[config.mk]
export PLATFORM = sky130hd
export DESIGN_NAME = fetch_unit
export DESIGN_NICKNAME = d
export VERILOG_FILES = /design/src/rtl/fetch_unit.sv
export SDC_FILE = /design/constraint.sdc
export NUM_CORES = 1
export LEC_CHECK = 0
export CELL_PAD_IN_SITES_DETAIL_PLACEMENT = 0
export CELL_PAD_IN_SITES_GLOBAL_PLACEMENT = 1
export CORE_MARGIN = 3
export CORE_UTILIZATION = 25
export CTS_BUF_LIST = sky130_fd_sc_hd__clkbuf_8
export DETAILED_ROUTE_END_ITERATION = 12
export GPL_ROUTABILITY_DRIVEN = 0
export PLACE_DENSITY = 0.52
export SYNTH_ARGS = -nofsm -noshare
export SYNTH_HDL_FRONTEND = slang
export SYNTH_SLANG_ARGS = --single-unit
[constraint.sdc]
create_clock -name iClk -period 3 [get_ports iClk]
set_input_delay 0.6 -clock iClk [delete_from_list [all_inputs] [get_ports iClk]]
set_output_delay 0.6 -clock iClk [all_outputs]
set_load 0.01 [all_outputs]
[src/rtl/fetch_unit.sv]
// ---------------------------------------------------------------------------
// fetch_unit
//   Instruction fetch front end. Issues one word-aligned fetch at a time
//   toward instruction memory, collects the returned words into a small
//   FIFO and presents them to decode. A redirect flushes the FIFO, reloads
//   the fetch PC and discards any response still in flight.
//
// Parameters
//   DEPTH     instruction queue entries (power of two, 2..16)
//   RESET_PC  fetch PC loaded on reset
//
// Optional feature macro
//   FETCH_BYPASS_EN  when defined, a response arriving while the queue is
//                    empty is forwarded to decode in the same cycle.
//
// Ports
//   iClk, iReset        clock, asynchronous active-high reset
//   oMemReq, oMemAddr   fetch request / byte address toward memory
//   iMemGnt             request accepted this cycle
//   iMemRvalid/Rdata    response for the single outstanding request
//   oInstValid, oInst,  queue head toward decode
//   oInstPc
//   iInstReady          decode consumes the head
//   iRedirect,          flush and restart fetch at iRedirectPc (low bits
//   iRedirectPc         forced to zero)
// ---------------------------------------------------------------------------
module fetch_unit #(
  parameter int          DEPTH    = 4,
  parameter logic [31:0] RESET_PC = 32'h0
) (
  input  logic        iClk,
  input  logic        iReset,
  output logic        oMemReq,
  output logic [31:0] oMemAddr,
  input  logic        iMemGnt,
  input  logic        iMemRvalid,
  input  logic [31:0] iMemRdata,
  output logic        oInstValid,
  output logic [31:0] oInst,
  output logic [31:0] oInstPc,
  input  logic        iInstReady,
  input  logic        iRedirect,
  input  logic [31:0] iRedirectPc
);

  localparam int PW = (DEPTH > 1) ? $clog2(DEPTH) : 1;
  localparam int CW = $clog2(DEPTH) + 1;

  // IDLE: nothing outstanding; WAIT: response will be kept;
  // DROP: response will be discarded (a redirect overtook it).
  typedef enum logic [1:0] {
    S_IDLE = 2'd0,
    S_WAIT = 2'd1,
    S_DROP = 2'd2
  } state_t;

  state_t          state_q, state_d;
  logic [31:0]     fpc_q, fpc_d;
  logic [31:0]     reqpc_q, reqpc_d;
  logic [CW-1:0]   count_q, count_d;
  logic [PW-1:0]   rd_ptr_q, rd_ptr_d;
  logic [PW-1:0]   wr_ptr_q, wr_ptr_d;
  logic [31:0]     inst_mem_q [DEPTH];
  logic [31:0]     pc_mem_q   [DEPTH];

  logic            mem_req;
  logic            grant;
  logic            rsp_keep;
  logic            bypass;
  logic            push;
  logic            pop;
  logic            q_nonempty;

  // ---- FSM state register ----
  always_ff @(posedge iClk or posedge iReset) begin
    if (iReset) state_q <= S_IDLE;
    else        state_q <= state_d;
  end

  // ---- FSM next state ----
  always_comb begin
    state_d = state_q;
    unique case (state_q)
      S_IDLE: if (grant) state_d = S_WAIT;
      // A response always closes the transaction, whether kept or not.
      S_WAIT: begin
        if (iMemRvalid)     state_d = S_IDLE;
        else if (iRedirect) state_d = S_DROP;
      end
      S_DROP: if (iMemRvalid) state_d = S_IDLE;
      default: state_d = S_IDLE;
    endcase
  end

  // ---- FSM outputs ----
  // The request is gated by reset so nothing is issued while the block is
  // held; the count check reserves a slot for the response.
  always_comb begin
    mem_req  = (state_q == S_IDLE) && !iRedirect &&
               (count_q < CW'(DEPTH)) && !iReset;
    rsp_keep = (state_q == S_WAIT) && iMemRvalid && !iRedirect;
  end

  assign grant      = mem_req && iMemGnt;
  assign q_nonempty = (count_q != '0);

`ifdef FETCH_BYPASS_EN
  assign bypass = rsp_keep && !q_nonempty;
`else
  assign bypass = 1'b0;
`endif

  // A bypassed word that decode takes immediately never enters the queue.
  assign push = rsp_keep && !(bypass && iInstReady);
  assign pop  = q_nonempty && iInstReady;

  // ---- Fetch PC, request PC and queue control ----
  always_comb begin
    fpc_d    = fpc_q;
    reqpc_d  = reqpc_q;
    count_d  = count_q;
    rd_ptr_d = rd_ptr_q;
    wr_ptr_d = wr_ptr_q;
    if (grant) begin
      reqpc_d = fpc_q;
      fpc_d   = fpc_q + 32'd4;
    end
    if (push) wr_ptr_d = wr_ptr_q + PW'(1);
    if (pop)  rd_ptr_d = rd_ptr_q + PW'(1);
    if (push && !pop)      count_d = count_q + CW'(1);
    else if (!push && pop) count_d = count_q - CW'(1);
    // Redirect wins over any same-cycle push or pop.
    if (iRedirect) begin
      fpc_d    = {iRedirectPc[31:2], 2'b00};
      count_d  = '0;
      rd_ptr_d = '0;
      wr_ptr_d = '0;
    end
  end

  always_ff @(posedge iClk or posedge iReset) begin
    if (iReset) begin
      fpc_q    <= RESET_PC;
      reqpc_q  <= '0;
      count_q  <= '0;
      rd_ptr_q <= '0;
      wr_ptr_q <= '0;
    end else begin
      fpc_q    <= fpc_d;
      reqpc_q  <= reqpc_d;
      count_q  <= count_d;
      rd_ptr_q <= rd_ptr_d;
      wr_ptr_q <= wr_ptr_d;
    end
  end

  // ---- Queue storage (contents are don't-care until written) ----
  always_ff @(posedge iClk) begin
    if (push) begin
      inst_mem_q[wr_ptr_q] <= iMemRdata;
      pc_mem_q[wr_ptr_q]   <= reqpc_q;
    end
  end

  // ---- Outputs ----
  assign oMemReq    = mem_req;
  assign oMemAddr   = fpc_q;
  assign oInstValid = q_nonempty || bypass;
  assign oInst      = q_nonempty ? inst_mem_q[rd_ptr_q] :
                      (bypass ? iMemRdata : 32'h0);
  assign oInstPc    = q_nonempty ? pc_mem_q[rd_ptr_q] :
                      (bypass ? reqpc_q : 32'h0);

endmodule

==> results.cfg, run 1 <==
[outcome]
status = finished, final reports clean

[final_layout]
diodes = 0
final_common_cell = edfxtp_1
layout_common_cells = edfxtp_1 (248), nand2_1 (115), clkdlybuf4s50_1 (98)
fill_cells = 5033
drive_gt1_frac = 0.245
final_nets = 1117
post-route-util = 0.331
area_growth_pct = 29.2

[synth]
async_reset_ff_frac = 0.218
yosys_most_used_dff = edfxtp_1
syn_area_per_cell_um2 = 15.8
synth_warnings = 0
synth_area_um2 = 13000
synth_largest_area_cell = edfxtp_1
yosys.area.top_type_share = 0.573
synth_seq_cells = 317
netlist_instances = 821
ys_seq_area_frac = 0.706
synth_edf_count = 248
synth_area_leaders = edfxtp_1 (57%), dfrtp_1 (13%), mux4_2 (11%)
synth.distinct_cells = 52

[worst_setup_path]
required_ns = 2.40
end_kind = output pin
cp.arrival_ns = 2.30
start_kind = register
path_max_fanout = 6
critPathKind = reg2out

[clock_tree]
clock_latency_ns = 0.62
clock-root-buffer = clkbuf_8
cts-htree-levels = 2
numCtsBuffers = 55
path_clk_slew_ns = 0.06
clockBufferDepth = 3
clock_sinks = 317
cts_tree = built
ctsHoldBuffers = 0

[sta]
fmax_mhz = 345
hold_viol = 0
fin_crit_ns = 2.90
slew_viol_final = 0
hold_ws_ns = 0.284
rsz0062_at_grt = true
setup_viol = 0
fin_ws_ns = 0.100
period_share = 0.967
slew_headroom = 0.367
fin_worst_skew_ns = 0.0315
max_slew.worst_pin.slew_ns = 0.949

[power]
p_leak_nw = 6.06
peakVddDrop_uv = 496
swShare = 0.299
power.density_nw_per_um2 = 792
power_frac_clock = 0.279
intPower_w = 0.00932
p_comb_frac = 0.294
seqPwrFrac = 0.427
p_sw_w = 0.00398

[routing]
vias = 7729
drt_iter0_drc = 367
vias_per_cell = 4.40
ant_nets = 0
drc = 0
wl_per_cell_um = 19.5
drtPass1Iterations = 5
detail_route.wirelength_um = 34200

[global_routing]
antenna_found_initial = 0
grt_usage = 0.128
grt_pass1_wl_um = 52400
grt_max_degree = 70
globalRouteOverflowTotal = 0
grt_pass1_vias = 8281

[floorplanning]
die_area_um2 = 54800
rows = 82
io_pins = 168
fp.dieH_um = 234
initial_core_util = 0.256
die_w_um = 234
core_area_um2 = 50800

[min_path]
holdCritPathClass = in2reg

[job]
maxCapViolCount = 0

[place]
place.port_buffers = 161
post-place-ws_ns = 0.277
place_hpwl_um = 21400
[critical path, cell delays in order, from the launching register on]
cell and delay, ns:
dfrtp_4 0.51, buf_12 0.16, buf_8 0.12, buf_8 0.13, mux4_2 0.43, and2_4 0.17
buf_4 0.15
[layer usage]
metal / routed length [µm] / share of wire / track usage / vias up
li1: - / - / - / 3558
met1: 15200 / 0.44 / 0.169 / 3902
met2: 16400 / 0.48 / 0.210 / 209
met3: 1990 / 0.058 / 0.0324 / 60
met4: 704 / 0.021 / 0.0340 / 0
met5: 0 / 0 / 0 / -
[power groups by stage]
stage	registers (W)	clock network [W]	logic (W)
floorplan	0.00560	0	0.00194
global placement	0.00574	0	0.00374
detailed placement	0.00577	0	0.00374
CTS	0.00568	0.00389	0.00404
global route	0.00575	0.00410	0.00429
finish	0.00567	0.00371	0.00391
[final timing paths]
kind / startpoint / endpoint / slack (ns) / cells after the start
max: rd_ptr_q[0] / oInstPc[31] / 0.10 / 6
min: iRedirect / oMemAddr[22] / 0.28 / 2
max reg2reg: oMemAddr[14] / oMemAddr[29] / 0.81 / 5
min reg2reg: reqpc_q[4] / pc_mem_q[3][4] / 0.53 / 0
max in group asynchronous: iReset / rd_ptr_q[1] / 1.59 / 3
min in group asynchronous: iReset / oMemAddr[15] / 0.70 / 3
[flip-flops by register name, indices dropped and copies added (netlist names)]
signal and count:
state_q 2, inst_mem_q 128, count_q 3, oMemAddr 30, reqpc_q 30, wr_ptr_q 2
rd_ptr_q 2, pc_mem_q 120
[cells by family (layout without fill, tap and decap cells)]
| logic type | count (synthesis) | in the layout | synth area share |
|---|---|---|---|
| compound gates | 57 | 57 | 0.0289 |
| simple gates | 310 | 310 | 0.123 |
| buf+inv | 54 | 315 | 0.0185 |
| other cells | 1 | 4 | 0.000288 |
| xor+xnor | 8 | 8 | 0.00539 |
| mux | 68 | 68 | 0.112 |
| flops | 317 | 317 | 0.706 |
| fa+ha+maj | 6 | 6 | 0.00635 |
[what timing repair did]
item,in CTS,in global routing
buffers inserted,13,0
pin swaps,2,0
endpoints found under the setup margin,62,20
resized for setup,264,25
gates cloned,4,0
[per-stage QoR]
stage | cells | instance area (µm²) | power, W | TNS [ns]
finish | 1757 | 16800 | 0.0133 | 0
detailed placement | 1642 | 15700 | 0.00951 | 0
floorplan | 824 | 13000 | 0.00754 | 0
global route | 1757 | 16800 | 0.0141 | -0.00792
CTS | 1760 | 16800 | 0.0136 | -0.538
global placement | 1642 | 15700 | 0.00948 | 0
[Yosys cell counts, types with 6 or more instances]
cell,n
mux4_2,62
nand4_1,11
and2_1,70
nand3b_1,11
o211ai_1,6
nor3_1,13
inv_1,9
edfxtp_1,248
nand2_1,115
nand3_1,28
clkbuf_1,27
buf_2,11
o21ai_0,18
mux2i_1,6
dfrtp_1,69
nor2_1,31
a22oi_1,8
a21oi_1,8
[cell type report]
type / instances / area (µm²) / share of cell area
Clock inverter: 43 / 243 / 0.0145
Multi-Input combinational cell: 453 / 3660 / 0.218
Sequential cell: 317 / 9180 / 0.547
Timing Repair Buffer: 205 / 2030 / 0.121
Tap cell: 672 / 841 / 0.0501
Clock buffer: 58 / 798 / 0.0475
Inverter: 9 / 37.5 / 0.00224
(Power assumes the default switching activity.)
==> run 2, diff against run 1 <==
Settings changed: CORE_UTILIZATION 25 to 43, PLACE_DENSITY 0.52 to 0.8.
==> run 2 against run 1 <==
Compared with the run above:
- utilization is 22 points higher
- sequential cell count stayed put
- fmax is 0.32% higher
- register-to-register slack worse by 0.19 ns
- global-route usage is 4.3 points higher
- clock power is 6.2% lower
- critical path type unchanged
- largest cell class unchanged
==> results.cfg, run 2 (same netlist as run 1, synthesis figures left out) <==
[outcome]
status = finished, final reports clean

[final_layout]
top_register = inst_mem_q
area_growth_pct = 26.5
seq_area_um2 = 9180
largest_reg_flops = 128
drive_gt1_frac = 0.173
diodes = 0
layout_common_cells = edfxtp_1 (248), nand2_1 (115), clkdlybuf4s50_1 (100)
fill_cells = 2344
final_area_um2 = 16400
final_nets = 1112
final_common_cell = edfxtp_1
multi_input_area_um2 = 3610
reg.largest.list = inst_mem_q: 128 flops, pc_mem_q: 120 flops

[floorplanning]
initial_core_util = 0.438
core_area_um2 = 29700
die_area_um2 = 32400
fp.dieH_um = 180
rows = 63
die_w_um = 180
io_pins = 168

[min_path]
holdCritPathClass = reg2reg
hold_start = reqpc_q[28]

[sta]
slew_headroom = 0.391
fin_worst_skew_ns = 0.0258
rsz0062_at_grt = false
fin_crit_ns = 2.89
period_share = 0.963
slew_viol_final = 0
fmax_mhz = 346
max_slew.worst_pin.slew_ns = 0.914
setup_viol = 0
hold_viol = 0

[global_routing]
grt_max_degree = 70
grt_usage = 0.171
antenna_found_initial = 0
globalRouteOverflowTotal = 0
grt_pass1_wl_um = 44000
grt_pass1_vias = 7870

[worst_setup_path]
reg2reg_from = count_q[1]
start_kind = register
critPathKind = reg2out
cp.arrival_ns = 2.29
required_ns = 2.40
path_max_fanout = 8
cp-startpoint = rd_ptr_q[0]
end_kind = output pin

[clock_tree]
ctsHoldBuffers = 0
clock_sinks = 317
cts_tree = built
clock_latency_ns = 0.57
clock-root-buffer = clkbuf_8
numCtsBuffers = 51
clockBufferDepth = 3
path_clk_slew_ns = 0.06
cts-htree-levels = 2

[routing]
ant_nets = 0
drt_iter0_drc = 599
drtPass1Iterations = 5
vias_per_cell = 5.28
drc = 0
vias = 7720
wl_per_cell_um = 19.5
detail_route.wirelength_um = 28500

[place]
place.port_buffers = 161
place_area_um2 = 15400
place_hpwl_um = 17600

[power]
intPower_w = 0.00905
p_comb_frac = 0.284
power_frac_clock = 0.273
p_leak_nw = 6.10
p_sw_w = 0.00369
power_w = 0.0127
peakVddDrop_uv = 434
swShare = 0.289
power.density_nw_per_um2 = 775
seqPwrFrac = 0.443

[job]
maxCapViolCount = 0
-- run 2: changes by cell type in the layout (fill, tap and decap cells not counted), sizes merged --
cell / delta
buf: -60
clkdlybuf4s15: -1
clkdlybuf4s50: +2
clkinv: -2
dlygate4sd2: +52
dlymetal6s2s: +3
inv: -6
-- run 2: final cells by class --
class,instances,share of cell area
sequential,317,0.558
clock buffer,55,0.0460
multi-input combinational,453,0.220
clock inverter,35,0.0121
timing repair buffer,204,0.132
inverter,9,0.00228
tap,390,0.0297
-- run 2: worst max-delay path: stages, from the launching register on --
cell,delay [ns]
dfrtp_4,0.43
buf_12,0.16
buf_4,0.16
mux4_2,0.51
and2_1,0.17
dlygate4sd2_1,0.31
-- run 2: metal layers --
metal | track usage | vias to the layer above | share of wire
met1 | 0.249 | 3856 | 0.45
li1 | - | 3527 | -
met4 | 0.0455 | 0 | 0.017
met3 | 0.0382 | 43 | 0.071
met2 | 0.265 | 294 | 0.46
met5 | 0 | - | 0
-- run 2: per-stage QoR --
stage / setup slack, ns / TNS, ns / instances / hold slack [ns] / util
CTS: -0.112 / -0.316 / 1460 / 0.512 / 0.550
finish: 0.110 / 0 / 1463 / 0.520 / 0.553
floorplan: 0.277 / 0 / 824 / 0.476 / -
global placement: 0.268 / 0 / 1365 / 0.492 / 0.518
global route: 0.0156 / 0 / 1463 / 0.534 / 0.553
detailed placement: 0.261 / 0 / 1365 / 0.504 / 0.518
-- run 2: power by group through the flow --
| stage | clock, W | sequential (W) | combinational (W) |
|---|---|---|---|
| 3_5_place_dp | 0 | 0.00580 | 0.00360 |
| 3_3_place_gp | 0 | 0.00576 | 0.00357 |
| 2_1_floorplan | 0 | 0.00560 | 0.00194 |
| 5_1_grt | 0.00381 | 0.00570 | 0.00395 |
| 4_1_cts | 0.00359 | 0.00564 | 0.00351 |
| 6_report | 0.00348 | 0.00564 | 0.00362 |
-- run 2: worst paths after layout --
check / endpoint / slack (ns) / cells past startpoint
setup / recovery: oInstPc[31] / 0.11 / 5
hold / removal: pc_mem_q[1][28] / 0.52 / 0
setup reg to reg: count_q[2] / 0.62 / 8
hold reg to reg: pc_mem_q[1][28] / 0.52 / 0
max in group asynchronous: rd_ptr_q[1] / 1.55 / 3
min in group asynchronous: oMemAddr[4] / 0.76 / 3
-- run 2: timing repair --
action / in CTS / in global routing
setup buffers: 5 / 0
cloned: 0 / 3
endpoints found under the setup margin: 62 / 6
resized for setup: 65 / 5
pin swaps: 0 / 0
endpoints found under the hold margin: 0 / 0
==> run 3, diff against run 2 <==
Settings changed: CORE_UTILIZATION 43 to 42, CTS_BUF_LIST sky130_fd_sc_hd__clkbuf_8 to sky130_fd_sc_hd__clkbuf_8 sky130_fd_sc_hd__clkbuf_16, PLACE_DENSITY 0.8 to 0.78.
==> run 3 against run 2 <==
Compared with the run above:
- via count down 2.1%
- clock skew down 0.0061 ns
- sequential share of layout area down 0.44 points
- clock-buffer cell count down 20
- die area up 2.3%
- register-to-register slack about the same
- clock power up 16%
- first-iteration DRC count down 18%
- largest power group unchanged
==> results.cfg, run 3 (same netlist as run 1, synthesis figures left out) <==
[power]
p_comb_frac = 0.269
power.density_nw_per_um2 = 799
power_frac_clock = 0.304
swShare = 0.271
intPower_w = 0.00966
p_sw_w = 0.00358
peakVddDrop_uv = 331
seqPwrFrac = 0.427
p_leak_nw = 6.07
power_w = 0.0132

[floorplanning]
initial_core_util = 0.432
die_area_um2 = 33100
rows = 63
io_pins = 168
core_area_um2 = 30100
die_w_um = 182
fp.dieH_um = 182

[sta]
hold_ws_ns = 0.516
fin_ws_ns = 0.0719
setup_viol = 0
fmax_mhz = 342
period_share = 0.976
slew_viol_final = 0
max_slew.worst_pin.slew_ns = 0.781
fin_crit_ns = 2.93
hold_viol = 0
fin_worst_skew_ns = 0.0197
rsz0062_at_grt = true
slew_headroom = 0.475

[clock_tree]
clock-root-buffer = clkbuf_16
cts-htree-levels = 2
clock_sinks = 317
clockBufferDepth = 3
clock_latency_ns = 0.50
numCtsBuffers = 34
path_clk_slew_ns = 0.06
cts_tree = built

[final_layout]
reg.largest.list = inst_mem_q: 128 flops, pc_mem_q: 120 flops
fill_cells = 2432
largest_reg_flops = 128
stdcell_count = 1433
final_nets = 1096
layout_common_cells = edfxtp_1 (248), clkdlybuf4s50_1 (119), nand2_1 (115)
final_common_cell = edfxtp_1
drive_gt1_frac = 0.161
area_growth_pct = 27.4
diodes = 0
top_register = inst_mem_q

[worst_setup_path]
end_kind = output pin
cp.arrival_ns = 2.33
start_kind = register
required_ns = 2.40
path_max_fanout = 16
critPathKind = reg2out

[routing]
vias_per_cell = 5.28
drt_iter0_drc = 493
vias = 7561
drc = 0
drtPass1Iterations = 5
ant_nets = 0
detail_route.wirelength_um = 28600
wl_per_cell_um = 20.0

[place]
dpl.cell_count = 1360
place_hpwl_um = 18400
post-place-ws_ns = 0.288
place.port_buffers = 161

[min_path]
holdCritPathClass = reg2reg

[global_routing]
grt_max_degree = 60
antenna_found_initial = 1
grt_pass1_vias = 7834
grt_pass1_wl_um = 45300
grt_usage = 0.174
globalRouteOverflowTotal = 0

[job]
maxCapViolCount = 0

[outcome]
status = finished, final reports clean
run 3: critical path, cell delays in order (launching register included):
cell and delay [ns]:
dfrtp_4 0.49, buf_12 0.19, mux4_2 0.51, and2_1 0.16
clkdlybuf4s50_1 0.47
run 3: per-layer routing:
metal | global-route usage | part of all wire | vias to the layer above
met5 | 0 | 0.00045 | -
met3 | 0.0445 | 0.075 | 39
met4 | 0.0350 | 0.014 | 2
met1 | 0.247 | 0.44 | 3763
met2 | 0.275 | 0.47 | 242
li1 | - | - | 3515
run 3: layout make-up:
cell class	instances	area, µm²	share of cell area
clock buffers	35	876	0.0529
clock inverters	24	205	0.0124
well taps	390	488	0.0294
inverters	9	37.5	0.00227
repair buffers	205	2170	0.131
multi-input cells	453	3610	0.218
flip-flops and latches	317	9180	0.554
run 3: final timing paths:
check,startpoint,end,slack [ns],depth (start not counted)
worst max register to register,count_q[0],count_q[2],0.63,8
worst max-delay path,rd_ptr_q[0],oInstPc[6],0.07,4
max in group asynchronous,iReset,rd_ptr_q[0],1.70,3
worst min register to register,reqpc_q[22],pc_mem_q[2][22],0.52,0
min in group asynchronous,iReset,oMemAddr[22],0.54,3
worst min-delay path,reqpc_q[22],pc_mem_q[2][22],0.52,0
run 3: stage by stage:
step,setup TNS [ns],cell area (µm²),utilization
floorplan,0,13000,-
global placement,0,15400,0.510
detailed placement,0,15400,0.510
CTS,-0.0157,16400,0.546
global route,-0.00532,16600,0.550
finish,0,16600,0.550
run 3: what timing repair did:
item                                    CTS  global route
cloned                                    0             1
setup buffers                             3            10
endpoints found under the setup margin   53            30
gates resized for setup                  36            15
hold buffers                              0             0
run 3: power groups by stage:
stage               Combinational [W]  Sequential, W  Clock [W]
floorplan                     0.00194        0.00560          0
global placement              0.00359        0.00574          0
detailed placement            0.00361        0.00577          0
CTS                           0.00352        0.00565    0.00414
global route                  0.00390        0.00571    0.00434
finish                        0.00356        0.00565    0.00403
